==> src/rtl/hamming_sec_scrub_ctrl.sv <==
// hamming_sec_scrub_ctrl
// Owns a 2**ADDR_W x 12-bit Hamming-SEC protected array and arbitrates it
// between a byte-wide host and an optional background scrubber.
//  - Host writes are encoded (plus an injection mask) and stored in one cycle.
//  - Host reads are decoded on the accept edge. The response appears one cycle
//    later, and any single-bit error is repaired in place on that response edge.
//  - Scrubber (present only when HAMMING_SEC_SCRUB_EN is defined): after
//    SCRUB_INTERVAL idle cycles it checks one word and repairs it if needed.
// The addressed word is decoded once, when the read or scrub is launched.
// The decoded result is held in the check register. The following cycle only
// writes the repaired word back and updates the counters.
module hamming_sec_scrub_ctrl #(
  parameter int ADDR_W         = 4,
  parameter int SCRUB_INTERVAL = 64
) (
  input  logic              clk,
  input  logic              rst_n,
  input  logic              req_valid,
  output logic              req_ready,
  input  logic              req_write,
  input  logic [ADDR_W-1:0] req_addr,
  input  logic [7:0]        req_wdata,
  input  logic [11:0]       req_inj_mask,
  output logic              rsp_valid,
  output logic [7:0]        rsp_data,
  output logic              rsp_corrected,
  output logic              rsp_uncorrectable,
  output logic              scrub_busy,
  output logic [ADDR_W-1:0] scrub_addr,
  output logic [15:0]       corr_count,
  output logic [15:0]       uncorr_count
);

  localparam int DEPTH = 2 ** ADDR_W;

  typedef enum logic [1:0] {
    S_IDLE      = 2'd0,
    S_RD_RSP    = 2'd1,
    S_SCRUB_CHK = 2'd2
  } state_t;

  typedef struct packed {
    logic [11:0] fixed;   // codeword after correction (raw if uncorrectable)
    logic [7:0]  data;    // data extracted from 'fixed'
    logic        corr;    // a single bit was flipped
    logic        uncorr;  // syndrome matched no bit position
  } dec_t;

  // Place data bits and compute the four parity bits of the codeword.
  function automatic logic [11:0] hamming_enc(input logic [7:0] d);
    logic [11:0] c;
    c     = 12'h000;
    c[11] = d[7];
    c[10] = d[6];
    c[9]  = d[5];
    c[8]  = d[4];
    c[6]  = d[3];
    c[5]  = d[2];
    c[4]  = d[1];
    c[2]  = d[0];
    c[7]  = c[11] ^ c[10] ^ c[9] ^ c[8];
    c[3]  = c[11] ^ c[6] ^ c[5] ^ c[4];
    c[1]  = c[10] ^ c[9] ^ c[6] ^ c[5] ^ c[2];
    c[0]  = c[10] ^ c[8] ^ c[6] ^ c[4] ^ c[2];
    return c;
  endfunction

  // Syndrome decode: flip the matching bit, or flag the word as uncorrectable.
  function automatic dec_t hamming_dec(input logic [11:0] c);
    dec_t        r;
    logic [3:0]  s;
    logic [11:0] flip;
    s[3]     = c[7] ^ c[11] ^ c[10] ^ c[9] ^ c[8];
    s[2]     = c[3] ^ c[11] ^ c[6] ^ c[5] ^ c[4];
    s[1]     = c[1] ^ c[10] ^ c[9] ^ c[6] ^ c[5] ^ c[2];
    s[0]     = c[0] ^ c[10] ^ c[8] ^ c[6] ^ c[4] ^ c[2];
    flip     = 12'h000;
    r.uncorr = 1'b0;
    case (s)
      4'b0000: flip = 12'h000;
      4'b1000: flip = 12'h080;
      4'b0100: flip = 12'h008;
      4'b0010: flip = 12'h002;
      4'b0001: flip = 12'h001;
      4'b1100: flip = 12'h800;
      4'b1011: flip = 12'h400;
      4'b1010: flip = 12'h200;
      4'b1001: flip = 12'h100;
      4'b0111: flip = 12'h040;
      4'b0110: flip = 12'h020;
      4'b0101: flip = 12'h010;
      4'b0011: flip = 12'h004;
      default: begin
        flip     = 12'h000;
        r.uncorr = 1'b1;
      end
    endcase
    r.corr  = |flip;
    r.fixed = c ^ flip;
    r.data  = {r.fixed[11:8], r.fixed[6:4], r.fixed[2]};
    return r;
  endfunction

  state_t            state_r, state_s;
  logic [11:0]       mem_r [DEPTH];
  dec_t              chk_r;
  logic [ADDR_W-1:0] chk_addr_r;
  logic [15:0]       corr_cnt_r, uncorr_cnt_r;
  logic              req_ready_r, rsp_valid_r, rsp_corr_r, rsp_unc_r;
  logic [7:0]        rsp_data_r;

  logic              accept_wr_s, accept_rd_s, launch_scrub_s, finish_s;
  logic              scrub_due_s;
  logic [ADDR_W-1:0] scrub_addr_s, rd_addr_s;
  dec_t              dec_s;

`ifdef HAMMING_SEC_SCRUB_EN
  localparam int TMR_W = $clog2(SCRUB_INTERVAL);

  logic [TMR_W-1:0]  tmr_r;
  logic [ADDR_W-1:0] scrub_addr_r;
  logic              scrub_busy_r;

  assign scrub_due_s  = (tmr_r == TMR_W'(SCRUB_INTERVAL - 1));
  assign scrub_addr_s = scrub_addr_r;
  assign scrub_busy   = scrub_busy_r;

  // Idle timer (holds while the host is requesting), scrub pointer and busy strobe
  always_ff @(posedge clk) begin
    if (!rst_n) begin
      tmr_r        <= {TMR_W{1'b0}};
      scrub_addr_r <= {ADDR_W{1'b0}};
      scrub_busy_r <= 1'b0;
    end else begin
      if (launch_scrub_s) begin
        tmr_r <= {TMR_W{1'b0}};
      end else if ((state_r == S_IDLE) && !req_valid) begin
        tmr_r <= tmr_r + TMR_W'(1);
      end
      if (state_r == S_SCRUB_CHK) begin
        scrub_addr_r <= scrub_addr_r + ADDR_W'(1);
      end
      scrub_busy_r <= launch_scrub_s;
    end
  end
`else
  assign scrub_due_s  = 1'b0;
  assign scrub_addr_s = {ADDR_W{1'b0}};
  assign scrub_busy   = 1'b0;
`endif

  assign scrub_addr = scrub_addr_s;

  // Array read port: the host address wins whenever a request is present
  always_comb begin
    rd_addr_s = scrub_addr_s;
    if (req_valid) begin
      rd_addr_s = req_addr;
    end else begin
      rd_addr_s = scrub_addr_s;
    end
    dec_s = hamming_dec(mem_r[rd_addr_s]);
  end

  // Next-state and per-cycle action decode
  always_comb begin
    state_s        = state_r;
    accept_wr_s    = 1'b0;
    accept_rd_s    = 1'b0;
    launch_scrub_s = 1'b0;
    finish_s       = 1'b0;
    case (state_r)
      S_IDLE: begin
        if (req_valid) begin
          if (req_write) begin
            accept_wr_s = 1'b1;
          end else begin
            accept_rd_s = 1'b1;
            state_s     = S_RD_RSP;
          end
        end else if (scrub_due_s) begin
          launch_scrub_s = 1'b1;
          state_s        = S_SCRUB_CHK;
        end else begin
          state_s = S_IDLE;
        end
      end
      S_RD_RSP: begin
        finish_s = 1'b1;
        state_s  = S_IDLE;
      end
`ifdef HAMMING_SEC_SCRUB_EN
      S_SCRUB_CHK: begin
        finish_s = 1'b1;
        state_s  = S_IDLE;
      end
`endif
      default: begin
        state_s = S_IDLE;
      end
    endcase
  end

  // State register
  always_ff @(posedge clk) begin
    if (!rst_n) begin
      state_r <= S_IDLE;
    end else begin
      state_r <= state_s;
    end
  end

  // Storage array: host write, or repair writeback on the check cycle
  always_ff @(posedge clk) begin
    if (!rst_n) begin
      for (int i = 0; i < DEPTH; i++) begin
        mem_r[i] <= 12'h000;
      end
    end else if (accept_wr_s) begin
      mem_r[req_addr] <= hamming_enc(req_wdata) ^ req_inj_mask;
    end else if (finish_s && chk_r.corr) begin
      mem_r[chk_addr_r] <= chk_r.fixed;
    end
  end

  // Check register: decoded word and its address, captured at launch
  always_ff @(posedge clk) begin
    if (!rst_n) begin
      chk_r      <= '{fixed: 12'h000, data: 8'h00, corr: 1'b0, uncorr: 1'b0};
      chk_addr_r <= {ADDR_W{1'b0}};
    end else if (accept_rd_s || launch_scrub_s) begin
      chk_r      <= dec_s;
      chk_addr_r <= rd_addr_s;
    end
  end

  // Saturating event counters, bumped on the check cycle of reads and scrubs
  always_ff @(posedge clk) begin
    if (!rst_n) begin
      corr_cnt_r   <= 16'h0000;
      uncorr_cnt_r <= 16'h0000;
    end else if (finish_s) begin
      if (chk_r.corr && (corr_cnt_r != 16'hFFFF)) begin
        corr_cnt_r <= corr_cnt_r + 16'd1;
      end
      if (chk_r.uncorr && (uncorr_cnt_r != 16'hFFFF)) begin
        uncorr_cnt_r <= uncorr_cnt_r + 16'd1;
      end
    end
  end

  // Response and handshake registers: strobe/flags for one cycle, data held
  always_ff @(posedge clk) begin
    if (!rst_n) begin
      req_ready_r <= 1'b1;
      rsp_valid_r <= 1'b0;
      rsp_corr_r  <= 1'b0;
      rsp_unc_r   <= 1'b0;
      rsp_data_r  <= 8'h00;
    end else begin
      req_ready_r <= (state_s == S_IDLE);
      rsp_valid_r <= accept_rd_s;
      rsp_corr_r  <= accept_rd_s & dec_s.corr;
      rsp_unc_r   <= accept_rd_s & dec_s.uncorr;
      if (accept_rd_s) begin
        rsp_data_r <= dec_s.data;
      end
    end
  end

  assign req_ready         = req_ready_r;
  assign rsp_valid         = rsp_valid_r;
  assign rsp_data          = rsp_data_r;
  assign rsp_corrected     = rsp_corr_r;
  assign rsp_uncorrectable = rsp_unc_r;
  assign corr_count        = corr_cnt_r;
  assign uncorr_count      = uncorr_cnt_r;

endmodule

==> config.mk <==
export PLATFORM = sky130hd
export DESIGN_NAME = hamming_sec_scrub_ctrl
export DESIGN_NICKNAME = d
export VERILOG_FILES = /design/src/rtl/hamming_sec_scrub_ctrl.sv
export SDC_FILE = /design/constraint.sdc
export NUM_CORES = 1
export LEC_CHECK = 0
export CORE_MARGIN = 3
export CORE_UTILIZATION = 50
export CTS_BUF_LIST = sky130_fd_sc_hd__clkbuf_8
export CTS_CLUSTER_DIAMETER = 80
export DETAILED_ROUTE_END_ITERATION = 16
export PLACE_DENSITY = 0.69
export RECOVER_POWER = 100
export SLEW_MARGIN = 0
export SYNTH_ARGS = -nofsm -noshare
export SYNTH_HDL_FRONTEND = slang
export SYNTH_SLANG_ARGS = --single-unit
==> constraint.sdc <==
create_clock -name clk -period 5.4 [get_ports clk]
set_input_delay 0.54 -clock clk [delete_from_list [all_inputs] [get_ports clk]]
set_output_delay 0.54 -clock clk [all_outputs]
set_load 0.01 [all_outputs]
* Word level (Yosys, flattened, before mapping)
Memory sizes are Yosys's and may differ from the RTL's.
Cells that the tools add are included.
W data, S select, Z words.
** Storage, ports and cells
- Register bits after elaboration :: 64
- RAM bits :: 192
- Bits of input ports :: 28
- Output and inout port bits :: 49
- Logic and storage cells :: 105
- Memories kept :: 1
** Operators by class
- Add/sub/neg operators :: 2
- Equal/unequal tests :: 15
- Mux-type cells :: 27
- Bitwise gates (word level) :: 36
- Reduce and logical (&&, ||, !) cells :: 12
** Memory list
- mem_r :: words 16, bits a word 12, read ports 1, clocked after Yosys merged registers in 0, write ports 16, line 105 : logic [11:0] mem_r [DEPTH];
** Operators by type and width (count)
- $pmux W12 S12 :: 1
- $reduce_or A12 Y1 :: 3
- $add A16 B1 Y16 const B :: 2
- $ne A16 B16 Y1 const B :: 2
- $xor A1 B1 Y1 :: 32
- $mux W12 :: 2
- $xor A12 B12 Y12 :: 2
- $eq A4 B4 Y1 const B :: 5
- $mux W1 :: 18
- $eq A4 B3 Y1 const B :: 4
- $reduce_or A13 Y1 :: 1
- $mux W4 :: 3
- $eq A4 B2 Y1 const B :: 2
- $mux W2 :: 3
- $eq A4 B1 Y1 const B :: 1
- $logic_not A2 Y1 :: 2
- $logic_not A4 Y1 :: 1
- $reduce_and A2 Y1 :: 2
- $logic_and A1 B1 Y1 :: 3
- $and A1 B1 Y1 :: 2
- $eq A2 B1 Y1 const B :: 1

* Longest topological paths before layout
Gate-level depths: netlist (run 1).
An unclocked memory read counts as a cell.
- Word-level depth :: 11
- Gate-level depth with buffers :: 15
- Gate-level depth less buffers :: 9

* Least setup slack after synthesis (run 1)
Ideal clock, no wire load.
- Path type :: input port to flip-flop
- From :: input port req_addr[0]
- To :: register chk_r[10] (netlist name)
- Setup time :: 0.074 ns
- Arrival time :: 3.209 ns
- Data required time :: 5.326 ns
- Path slack :: 2.116 ns
- Stages :: 11
- Path buffers :: 4
- Cells stage by stage :: buf_6 > buf_6 > buf_6 > mux4_2 > a2111oi_2 > a31oi_2 > xor2_1 > xor2_1 > buf_2 > or4_1 > a31oi_1
** Between the ends
- Cells in the longest elaborated chain, start to end :: 10
- Elaborated cells on any way between the ends :: 34
- Classes of those cells :: eq/ne (12); mux (2); bitwise (19); memory (1)
** RTL lines
- start: declaration :: line 21 : input logic [ADDR_W-1:0] req_addr,
- $mux W4 (*) :: line 157 : if (req_valid) begin
- $mem_v2 Z16 W12 (*)
- $xor A1 B1 Y1 (on tied branches) (5 in a row) :: line 76, 75
- $eq A4 B2 Y1 (tied with other cells) :: line 79 : case (s)
- $pmux W12 S12 :: line 79
- $xor A12 B12 Y12 (*) :: line 99 : r.fixed = c ^ flip;
- end signal: assignment :: line 229 : chk_r <= '{fixed: 12'h000, data: 8'h00, corr: 1'b0, uncorr: 1'b0};
- end signal: assignment :: line 232 : chk_r <= dec_s;
- end: declaration :: line 106 : dec_t chk_r;
Every way passes the cells marked *; elsewhere a longest branch is shown, timed or not.
A chain may end at the register's enable or synchronous reset.

* Final worst setup path (run 1)
- From :: input port req_addr[2]
- To :: register chk_r[1] (netlist name)
** Between the ends
- Cells in the longest elaborated chain, start to end :: 10
- Elaborated cells on any way between the ends :: 34
- Classes of those cells :: eq/ne (12); mux (2); bitwise (18); reduce/logical (1); memory (1)
** RTL lines
- $mux W4 (*) :: line 157
- $mem_v2 Z16 W12 (*)
- $xor A1 B1 Y1 (on tied branches) (5 in a row) :: line 76, 75
- $eq A4 B2 Y1 (tied with other cells) :: line 79
- $pmux W12 S12 (*) :: line 79
- $reduce_or A12 Y1 (*) :: line 98 : r.corr = |flip;
Marked as above.

==> out/metrics.csv, run 1 <==
stage,metric,value,unit
sta,rsz0062_at_grt,false,
clock_tree,clk_latency,0.56,ns
route,drc,0,
sta,min_period_over_period,0.876,
clock_tree,cts_max_level,2,
floorplan,start_util,0.513,
clock_tree,numCtsBuffers,41,
sta,slew_viol_final,0,
synthesis,ys_types,84,
sta,tightest_slew,1.31,ns
pwr,power.share.clock,0.353,
route,vias,8794,
place,dp_hpwl,21400,µm
floorplan,die_x,162,µm
clock_tree,cts_setup_buffers,0,
layout,nNetsFinal,1185,
place,gp_congestion,0.948,
floorplan,die_area,0.0262,mm²
sta,period_minus_slack,4.73,ns
clock_tree,cts-hold-fix-buffers,0,
route,ant_nets,0,
pwr,power.switching,1.23,mW
route,drtPass1Iterations,5,
worst_setup_path,cp.arrival,5.21,ns
worst_setup_path,start_kind,input port,
place,io_buffers,71,
synthesis,synthArstFlopShare,0,
pwr,ir_worst_vdd,0.159,mV
route,post_drt_via_cell_ratio,5.84,
floorplan,fp.dieH,162,µm
global_route,grt_usage,0.244,
worst_hold_path,min_path_type,reg -> reg,
floorplan,core,0.0237,mm²
global_route,grt_overflow,0,
pwr,power,4.35,mW
clock_tree,ctsLongestPathBuffers,3,
route,drt_iter0_drc,800,
clock_tree,ctsResizeCount,0,
sta,fin_tns_setup,0,ns
sta,slew_headroom,0.126,
sta,setup_viol,0,
pwr,seq_power_share,0.488,
clock_tree,root_buffer,clkbuf_8,
route,post_drt_wl_per_cell,21.5,µm
floorplan,row_count,56,
pwr,leakage,5.21,nW
worst_setup_path,cp_data_required_time,5.88,ns
layout,insertedDiodeCount,0,
pwr,p_int,3.12,mW
clock_tree,cts.sinks,248,
synthesis,netlist_instances,1092,
pwr,p_sw_frac,0.283,
global_route,grt_pass1_wl,49400,µm
global_route,antenna_found_initial,1,
sta,hold_violations,0,
pwr,power_per_cell_area,318,mW/mm²
synthesis,synth-seq-area-share,0.567,
floorplan,ios,77,
clock_tree,path_clk_slew,0.06,ns
synthesis,ys_ff_latch,248,
layout,drive_gt1_frac,0.101,
worst_setup_path,worstSetupEndpointType,flop,
sta,skew,0.0263,ns
pwr,pwr-share-comb,0.159,
job,cap_violations,0,
synthesis,ys.warnings.count,0,
synthesis,synth.avg_cell_area,11.1,µm²
layout,syn2layout_area_growth,12.6,%
synthesis,ys.flop_type,edfxtp_1,
synthesis,synth-edff-count,192,
clock_tree,cts_tree,done,
status,status,"finished, final reports clean",
sta,clock.fmax,0.211,GHz
global_route,grt_max_degree,68,
route,totalWireLength,32400,µm
synthesis,netlist_area,0.0122,mm²
layout,fillers,2055,
worst_setup_path,crit_fanout,13,
worst_setup_path,crit_type,in -> reg,
global_route,grt_pass1_vias,8383,
-- routing by layer --
layer | global-route usage | wire [µm] | vias up
li1 | - | - | 4035
met1 | 0.342 | 13600 | 4267
met2 | 0.378 | 14800 | 424
met3 | 0.0666 | 3250 | 68
met4 | 0.0686 | 752 | 0
met5 | 0 | 0 | -
-- stage by stage --
stage          cell area [µm²]  instances  setup WS (ns)  utilization  hold WS, ns
5_1_grt                  13700       1505          0.439        0.578        0.533
3_5_place_dp             13000       1431          0.504        0.548        0.491
6_report                 13700       1505          0.667        0.578        0.498
4_1_cts                  13700       1505           1.09        0.580        0.501
2_1_floorplan            12200       1097           2.12            -        0.461
3_3_place_gp             13000       1431          0.693        0.548        0.482
-- cell families after synthesis --
logic type	synth area share
and+or+nand+nor	0.170
xor gates and xnor gates	0.0528
DFF	0.567
adders and majority gates	0.00206
other	0.000309
muxes	0.0558
AOI/OAI and AO/OA	0.105
buffers and inverters	0.0476
-- power groups by stage --
stage / Combinational, mW / Sequential (mW) / Clock, mW
after floorplan: 0.495 / 2.15 / 0
after global placement: 0.676 / 2.16 / 0
after detailed placement: 0.681 / 2.16 / 0
after CTS: 0.684 / 2.12 / 1.55
after global routing: 0.734 / 2.13 / 1.64
final: 0.689 / 2.12 / 1.54
-- worst max-delay path, cell delays in order --
cell and delay, ns:
dlygate4sd3_1 0.94, clkbuf_1 0.56, and2_1 0.50, a22oi_1 0.20
a211oi_2 0.50, xnor3_1 0.55, xor2_1 0.71, a21oi_1 0.22
a221oi_2 0.35, a31o_2 0.14
-- worst paths after layout --
path | slack (ns) | start | cells after the start | endpoint
max reg2reg | 1.85 | mem_r[10][6]$_SDFFCE_PN0P_ | 9 | chk_r[1]$_SDFFE_PN0P_
min | 0.50 | chk_r[18]$_SDFFE_PN0P_ | 2 | chk_r[18]$_SDFFE_PN0P_
min reg2reg | 0.50 | chk_r[18]$_SDFFE_PN0P_ | 2 | chk_r[18]$_SDFFE_PN0P_
max | 0.67 | req_addr[2] | 10 | chk_r[1]$_SDFFE_PN0P_
-- cells in the final DEF (no fill, tap or decap), types with 19 or more instances in the layout --
cell             netlist  final
and2_0                 2     19
buf_4                 18     21
edfxtp_1             192    192
clkdlybuf4s50_1        0     22
mux2i_1               34     34
nand3_1               29     29
a21oi_1               28     26
nor2_1               225    225
inv_1                 11     30
xnor2_1               45     45
clkbuf_8               0     43
nand2_1               85     85
dfxtp_1               56     56
o21ai_0               21     21
dlygate4sd3_1          0     46
-- layout make-up --
type / count / area (µm²) / share of cell area
Clock inverter: 31 / 165 / 0.0121
Tap cell: 319 / 399 / 0.0292
Multi-Input combinational cell: 750 / 4710 / 0.344
Inverter: 12 / 45.0 / 0.00329
Timing Repair Buffer: 102 / 890 / 0.0650
Clock buffer: 43 / 592 / 0.0432
Sequential cell: 248 / 6890 / 0.503
-- Yosys cell counts (4+ instances only) --
cell type,instances,area share
a211o_1,4,0.0029
a211oi_1,11,0.0068
a21boi_0,11,0.0068
a21oi_1,28,0.012
a22oi_1,5,0.0031
a311oi_1,5,0.0036
a31oi_1,7,0.0036
and2_1,30,0.015
and3_1,4,0.0021
and3b_1,4,0.0029
and4_1,4,0.0029
buf_2,9,0.0037
buf_4,18,0.011
buf_6,17,0.016
clkbuf_1,43,0.013
dfxtp_1,56,0.092
edfxtp_1,192,0.47
inv_1,11,0.0034
mux2_2,11,0.010
mux2i_1,34,0.028
mux4_2,9,0.017
nand2_1,85,0.026
nand2b_1,11,0.0057
nand3_1,29,0.012
nand4_1,8,0.0041
nor2_1,225,0.069
nor2b_1,14,0.0072
nor3_1,10,0.0041
o211ai_1,6,0.0037
o21ai_0,21,0.0086
o22ai_1,14,0.0072
o31ai_1,8,0.0049
o32ai_1,4,0.0029
or3_1,7,0.0036
or4_1,4,0.0025
xnor2_1,45,0.032
xor2_1,13,0.0094
-- registers in the layout, summed over array words and instances, names as in the netlist --
name,count
rsp_corrected,1
corr_count,16
state_r,2
mem_r,192
uncorr_count,16
rsp_valid,1
chk_r,14
req_ready,1
chk_addr_r,4
rsp_uncorrectable,1
Power figures use the tool's default switching activity.
==> inputs of run 2 (changes only) <==
- CTS_BUF_LIST: sky130_fd_sc_hd__clkbuf_8 -> sky130_fd_sc_hd__clkbuf_2 sky130_fd_sc_hd__clkbuf_4 sky130_fd_sc_hd__clkbuf_8
==> out/metrics.csv, run 2 (synthesis results as in run 1) <==
stage,metric,value,unit
sta,clock.fmax,0.210,GHz
sta,skew,0.0243,ns
layout,largest-register,mem_r,
global_route,antenna_found_initial,1,
clock_tree,cts_max_level,2,
worst_setup_path,crit_start,req_addr[2],
pwr,leakage,5.19,nW
job,cap_violations,0,
worst_setup_path,crit_type,in -> reg,
worst_setup_path,crit_fanout,13,
floorplan,fp.dieH,162,µm
clock_tree,cts_setup_buffers,0,
route,vias,8865,
sta,slew_viol_final,0,
pwr,power_per_cell_area,325,mW/mm²
layout,seqCellArea,0.00689,mm²
route,drt_iter0_drc,797,
layout,final_cells,1505,
place,placed_area,0.0130,mm²
worst_setup_path,start_kind,input port,
clock_tree,root_buffer,clkbuf_8,
floorplan,die_x,162,µm
pwr,power,4.47,mW
worst_setup_path,cp_data_required_time,5.88,ns
clock_tree,ctsResizeCount,0,
layout,insertedDiodeCount,0,
route,post_drt_via_cell_ratio,5.89,
layout,multiInputGateArea,0.00471,mm²
floorplan,die_area,0.0262,mm²
global_route,use_met1,0.343,
place,pre_cts_ws,0.504,ns
layout,fillers,2049,
global_route,grt_max_degree,68,
floorplan,ios,77,
sta,tightest_slew,1.31,ns
worst_setup_path,r2r_cells,9,
global_route,grt_overflow,0,
place,gp_congestion,0.948,
clock_tree,cts_tree,done,
global_route,grt_use_met2,0.377,
global_route,grt_usage,0.244,
global_route,grt_pass1_vias,8370,
route,post_drt_wl_per_cell,21.6,µm
sta,setup_viol,0,
route,drc,0,
layout,largest_reg_flops,192,
pwr,ir_worst_vdd,0.158,mV
clock_tree,path_clk_slew,0.06,ns
sta,holdWs,0.496,ns
place,dp_hpwl,21400,µm
route,ant_nets,0,
clock_tree,clk_latency,0.55,ns
sta,fin_tns_setup,0,ns
worst_setup_path,reg2reg_from,mem_r[10][6]$_SDFFCE_PN0P_,
floorplan,start_util,0.513,
place,place_inst,1431,
layout,mostFrequentLayoutCells,"225 x nor2_1, 192 x edfxtp_1, 85 x nand2_1",
sta,period_minus_slack,4.77,ns
route,totalWireLength,32400,µm
sta,slew_headroom,0.125,
worst_hold_path,whs_path_depth,2,
route,drtPass1Iterations,5,
global_route,top_usage_layer,met2,
floorplan,row_count,56,
worst_setup_path,cp.arrival,5.24,ns
worst_setup_path,worstSetupEndpointType,flop,
layout,nNetsFinal,1185,
layout,final_area,0.0138,mm²
sta,min_period_over_period,0.882,
global_route,grtUsageMet3,0.0663,
layout,layout_commonest_cell,nor2_1,
worst_hold_path,min_path_type,reg -> reg,
sta,rsz0062_at_grt,false,
status,status,"finished, final reports clean",
clock_tree,ctsLongestPathBuffers,3,
clock_tree,cts.sinks,248,
layout,final_util,0.581,
worst_hold_path,worstHoldStart,chk_r[18]$_SDFFE_PN0P_,
sta,layout_setup_ws,0.635,ns
floorplan,core,0.0237,mm²
layout,syn2layout_area_growth,13.2,%
clock_tree,numCtsBuffers,41,
layout,drive_gt1_frac,0.117,
clock_tree,cts-hold-fix-buffers,0,
place,io_buffers,71,
sta,hold_violations,0,
global_route,grt_pass1_wl,49300,µm
-- run 2: changes by cell type in the layout (fill, tap and decap cells not counted) --
cell,delta
clkbuf_4,+19
inv_1,-19
-- run 2: final timing paths --
check / slack (ns) / to
setup / recovery: 0.63 / chk_r[1]$_SDFFE_PN0P_
hold / removal: 0.50 / chk_r[18]$_SDFFE_PN0P_
setup reg to reg: 1.85 / chk_r[1]$_SDFFE_PN0P_
hold reg to reg: 0.50 / chk_r[18]$_SDFFE_PN0P_
-- run 2: final cells by class --
type | count | area share
Clock buffer | 62 | 0.0534
Clock inverter | 12 | 0.00682
Inverter | 12 | 0.00327
Multi-Input combinational cell | 750 | 0.342
Sequential cell | 248 | 0.501
Tap cell | 319 | 0.0290
Timing Repair Buffer | 102 | 0.0647
-- run 2: power by group --
part	internal, mW	total, mW	switching (mW)	leakage [nW]
clock	0.921	1.66	0.742	0.444
sequential	2.10	2.12	0.0202	2.50
combinational	0.225	0.688	0.463	2.25
total	3.25	4.47	1.22	5.19
-- run 2: worst max-delay path, cell delays in order --
cell	delay [ns]
dlygate4sd3_1	0.94
clkbuf_1	0.56
and2_1	0.49
a22oi_1	0.21
a211oi_2	0.51
xnor3_1	0.55
xor2_1	0.72
a21oi_1	0.22
a221oi_2	0.35
a31o_2	0.14
-- run 2: layer usage --
| layer | vias up | routed length [µm] |
|---|---|---|
| met3 | 68 | 3240 |
| met1 | 4346 | 13600 |
| met2 | 415 | 14800 |
| met4 | 2 | 784 |
| li1 | 4034 | - |
| met5 | - | 7 |
